## src/rtl/if_fetch_unit.sv

```systemverilog
// RV32I instruction fetch stage: PC ownership, single-outstanding imem
// requests, IF/ID register and EX-driven redirect/flush.
module if_fetch_unit #(
  parameter logic [31:0] RESET_PC  = 32'h0000_0000,
  parameter logic [31:0] NOP_INSTR = 32'h0000_0013
) (
  input  logic        clk,
  input  logic        rstn,
  output logic        imem_req,
  output logic [31:0] imem_addr,
  input  logic        imem_rvalid,
  input  logic [31:0] imem_rdata,
  input  logic        id_stall,
  input  logic        ex_valid,
  input  logic [2:0]  ex_npc_op,
  input  logic        ex_br_taken,
  input  logic [31:0] ex_pc,
  input  logic [31:0] ex_imm,
  input  logic [31:0] ex_alu_out,
  output logic        id_valid,
  output logic [31:0] id_instr,
  output logic [31:0] id_pc,
  output logic [31:0] id_pc4,
  output logic [6:0]  id_op,
  output logic [2:0]  id_funct3,
  output logic [6:0]  id_funct7
);

  typedef enum logic [1:0] {
    FETCH = 2'd0,
    WAIT  = 2'd1,
    HOLD  = 2'd2
  } state_t;

  state_t      state, state_n;
  logic [31:0] pc, pc_n;
  logic [31:0] pc_req, pc_req_n;
  logic [31:0] hold_instr, hold_n;
  logic        drop, drop_n;

  logic        op_br, op_jal, op_jalr;
  logic        redir;
  logic [31:0] target;
  logic [31:0] seq_pc;

  logic        load;
  logic [31:0] load_instr;

  assign op_br   = ex_npc_op == 3'b001;
  assign op_jal  = ex_npc_op == 3'b010;
  assign op_jalr = ex_npc_op == 3'b100;
  assign redir   = ex_valid &
                   (op_jal | op_jalr | (op_br & ex_br_taken));

  always_comb begin
    target = ex_pc + ex_imm;
    unique case (1'b1)
      op_jalr: target = ex_alu_out & ~32'h1;
      default: target = ex_pc + ex_imm;
    endcase
    target = target & ~32'h3;
  end

  assign seq_pc    = pc_req + 32'd4;
  assign imem_addr = {pc[31:2], 2'b00};

  always_comb begin
    state_n    = state;
    pc_n       = pc;
    pc_req_n   = pc_req;
    hold_n     = hold_instr;
    drop_n     = drop;
    load       = 1'b0;
    load_instr = imem_rdata;
    imem_req   = 1'b0;
    unique case (state)
      FETCH: begin
        if (redir) begin
          pc_n = target;
        end else begin
          imem_req = rstn;
          pc_req_n = pc;
          state_n  = WAIT;
        end
      end
      WAIT: begin
        if (imem_rvalid) begin
          if (drop | redir) begin
            drop_n  = 1'b0;
            state_n = FETCH;
            if (redir) pc_n = target;
          end else if (~id_valid | ~id_stall) begin
            load    = 1'b1;
            pc_n    = seq_pc;
            state_n = FETCH;
          end else begin
            hold_n  = imem_rdata;
            pc_n    = seq_pc;
            state_n = HOLD;
          end
        end else if (redir) begin
          pc_n   = target;
          drop_n = 1'b1;
        end
      end
      HOLD: begin
        if (redir) begin
          pc_n    = target;
          state_n = FETCH;
        end else if (~id_stall) begin
          load       = 1'b1;
          load_instr = hold_instr;
          state_n    = FETCH;
        end
      end
      default: state_n = FETCH;
    endcase
  end

  always_ff @(posedge clk) begin
    if (!rstn) begin
      state      <= FETCH;
      pc         <= RESET_PC;
      pc_req     <= RESET_PC;
      hold_instr <= NOP_INSTR;
      drop       <= 1'b0;
    end else begin
      state      <= state_n;
      pc         <= pc_n;
      pc_req     <= pc_req_n;
      hold_instr <= hold_n;
      drop       <= drop_n;
    end
  end

  // A load into a stalled slot only happens when that slot is empty.
  always_ff @(posedge clk) begin
    if (!rstn) begin
      id_valid <= 1'b0;
      id_instr <= NOP_INSTR;
      id_pc    <= 32'h0;
      id_pc4   <= 32'h0;
    end else if (redir) begin
      id_valid <= 1'b0;
      id_instr <= NOP_INSTR;
    end else if (load) begin
      id_valid <= 1'b1;
      id_instr <= load_instr;
      id_pc    <= pc_req;
      id_pc4   <= seq_pc;
    end else if (!id_stall) begin
      id_valid <= 1'b0;
      id_instr <= NOP_INSTR;
    end
  end

  assign id_op     = id_instr[6:0];
  assign id_funct3 = id_instr[14:12];
  assign id_funct7 = id_instr[31:25];

endmodule

```

## config.mk

```make
export PLATFORM = sky130hd
export DESIGN_NAME = if_fetch_unit
export DESIGN_NICKNAME = d
export VERILOG_FILES = /design/src/rtl/if_fetch_unit.sv
export SDC_FILE = /design/constraint.sdc
export NUM_CORES = 1
export LEC_CHECK = 0
export ABC_AREA = 1
export CAP_MARGIN = 20
export CORE_MARGIN = 4
export CORE_UTILIZATION = 42
export DETAILED_ROUTE_END_ITERATION = 8
export PLACE_DENSITY = 0.79
export SLEW_MARGIN = 20
export SYNTH_ARGS = -nofsm -noshare
export SYNTH_HDL_FRONTEND = slang
export SYNTH_SLANG_ARGS = --single-unit
export TNS_END_PERCENT = 20
```

## constraint.sdc

```tcl
create_clock -name clk -period 3.5 [get_ports clk]
set_input_delay 0.525 -clock clk [delete_from_list [all_inputs] [get_ports clk]]
set_output_delay 0.525 -clock clk [all_outputs]
set_load 0.02 [all_outputs]
```

==> summary.md <==
| Metric | Value |
|---|---|
| Rows | `61` |
| First-pass GRT wire length | `about 60000 µm` |
| Number of hold buffers added after cts | `0` |
| Leakage | `between 0.006 and 0.007 µW` |
| Worst Hold Class | `flop to flop` |
| Yosys synthesis warning count | `0` |
| Starting density of the core | `between 40 and 50%` |
| Synthesized area per cell | `about 6.2 µm²` |
| H-Tree Depth | `4` |
| Worst setup EP type | `output port` |
| Gate count after technology mapping | `1902` |
| CP Max Fanout | `7` |
| Port Buffers | `approximately 280` |
| Chip height | `175.9 µm` |
| Most frequent cells in the layout | `460 x nand2_1, 278 x clkdlybuf4s50_1, 254 x inv_1, 223 x nor2_1` |
| Final wirelength | `around 37000 µm` |
| Unrepaired setup endpoints after global routing | `false` |
| DR pass1 iterations | `5` |
| Synth unique cells | `between 40 and 50` |
| Worst Setup SP | `ex_npc_op[0]` |
| Total congestion overflow | `0` |
| IO Pins | `284` |
| CTS tree | `done` |
| Post-CTS Resized | `0` |
| Post-CTS Setup Bufs | `0` |
| Layout fillers | `around 2800` |
| Layout area overhead | `27.56%` |
| Power per cell area | `about 380 nW/µm²` |
| Mapped Area | `11840 µm²` |
| Flops & latches, synth | `a little under 200` |
| Worst VDD drop | `0.2876 mV` |
| Drt initial violations | `1143` |
| Final period utilization | `88.31%` |
| Final Hold Vio Count | `0` |
| Fin crit period | `roughly 3.1 ns` |
| Top post-synthesis cells by area | `dfxtp_1 33%, nand2_1 15%, o21ai_0 8.2%, inv_1 8.1%, nor2_1 7.1%` |
| Cell taking the most area after synthesis | `dfxtp_1` |
| Most common cell after layout, fill and taps aside | `nand2_1` |
| Total die area | `30940 µm²` |
| Final instance area | `between 15000 and 20000 µm²` |
| Setup_tns | `0 ns` |
| Post-synth EDFFs | `0` |
| Post-DP HPWL | `between 20000 and 30000 µm` |
| Number of global-route vias before repair | `approximately 11000` |
| CTS Buffer Depth | `2` |
| NumNets Final | `2253` |
| N_diodes | `0` |
| HP Start | `hold_instr[25]` |
| Most common flop cell mapped by yosys | `dfxtp_1` |
| Worst Path Required | `between 2 and 3 ns` |
| Setup violations, final | `0` |
| Vias per inst | `5.099` |
| Worst R2R Setup Slack | `between 1 and 1.5 ns` |
| Fin. max-slew vios | `0` |
| Pin count of the biggest net entering global routing | `approximately 110` |
| Status | `complete, no violations` |
| Overall Global Routing Usage | `between 20 and 25%` |
| Core Footprint | `about 28000 µm²` |
| Placed cell area | `~14000 µm²` |
| Seq/Total Area, Yosys | `32.80%` |
| Layout cells sized above 1 | `3.391%` |
| Final GP Congestion | `around 0.94` |
| Die Width | `roughly 180 µm` |
| Slew headroom | `a little over a third` |
| DR DRC count | `0` |
| Worst Max-Slew Pin Slew | `roughly 1 ns` |
| Clock net sink count | `approximately 190` |
| Worst flop-to-flop path startpoint | `state[0]` |
| Post-Route Skew | `around 0.010 ns` |
| Critical path arrival | `between 2 and 3 ns` |
| Reg clk slew, reported paths | `approximately 0.070 ns` |
| Post-route ant nets | `0` |
| Routed length per placed instance | `15.15 µm` |
| Share of the synthesized area in the top cell type | `32.80%` |
| Root Driver | `clkbuf_16` |
| Initial antenna violation count | `0` |
| Max Cap Viol | `0` |
| WS Path Type | `primary input to output port` |
| Clk_lat worst skew | `around 0.43 ns` |
| Via count | `12610` |
| Max Fclk | `~0.32 GHz` |
| Fraction of registers with async set/reset | `0%` |
| Total CTS buffers | `17` |
| CP Launch Type | `primary input` |
final cells by class:
class	count	area [µm²]	share of cell area (%)
tap	378	473.0	3.132
timing repair buffer	300	2968	19.65
multi-input combinational	1310	6216	41.16
clock buffer	17	425.4	2.817
inverter	258	970.9	6.429
sequential	194	3884	25.72
clock inverter	15	165.2	1.094
worst max-delay path, stage by stage:
cell	delay, ns
clkdlybuf4s50_1	0.41
or2_1	0.24
nand3_1	0.08
nand2_1	0.06
nand2_2	0.12
inv_4	0.08
nor2_4	0.11
inv_1	0.09
nor2_4	0.19
clkdlybuf4s50_1	0.65
cell usage after synthesis (11+ instances only):
library cell	n
a21oi_1	137
buf_2	19
buf_4	52
clkbuf_1	60
dfxtp_1	194
ha_1	35
inv_1	255
nand2_1	460
nand3_1	140
nor2_1	223
nor3_1	17
o21ai_0	194
xnor2_1	11
xor2_1	16
per-stage QoR:
step | hold WS [ns] | utilization, % | total power, µW | setup slack (ns) | instances
floorplan | 0.4245 | - | 3331 | 1.396 | 1903
global placement | 0.4320 | 52.13 | 3831 | 0.4289 | 2439
detailed placement | 0.4400 | 52.13 | 3853 | 0.4055 | 2439
CTS | 0.4509 | 54.26 | 5795 | 0.4070 | 2471
global route | 0.4668 | 54.36 | 6069 | 0.3225 | 2472
finish | 0.4492 | 54.36 | 5788 | 0.4090 | 2472
registers in the layout (all words and copies together) (netlist names):
register and count:
id_pc 32, id_instr 32, id_valid 1, pc_req 32
hold_instr 32, drop 1, state 2, id_pc4 30
pc 32
cells by family (layout without fill, tap and decap cells):
kind of cell,after synthesis,count (layout),synth area share (%)
xor gates and xnor gates,27,27,1.997
DFF,194,194,32.80
buffers and inverters,399,590,14.72
AOI/OAI and AO/OA,365,365,15.99
other,1,2,0.03168
adders and majority gates,35,35,3.699
and+or+nand+nor,881,881,30.75
metal layers:
layer  track usage [%]  up-vias  part of all wire, %
met2             37.04      553                   45
met4             7.180        0                  2.5
met5                 0        -                    0
li1                  -     6340                    -
met3             4.240       62                  8.5
met1             31.89     5650                   44
where the power goes:
group,switching (µW),internal (µW)
sequential,103,2310
combinational,836,573
clock,948,1020
total,1890,3900
worst paths after layout:
path | end | cells past startpoint
setup / recovery | imem_req | 10
hold / removal | hold_instr[25] | 2
setup reg to reg | pc[26] | 8
hold reg to reg | hold_instr[25] | 2
(Power assumes the default switching activity.)
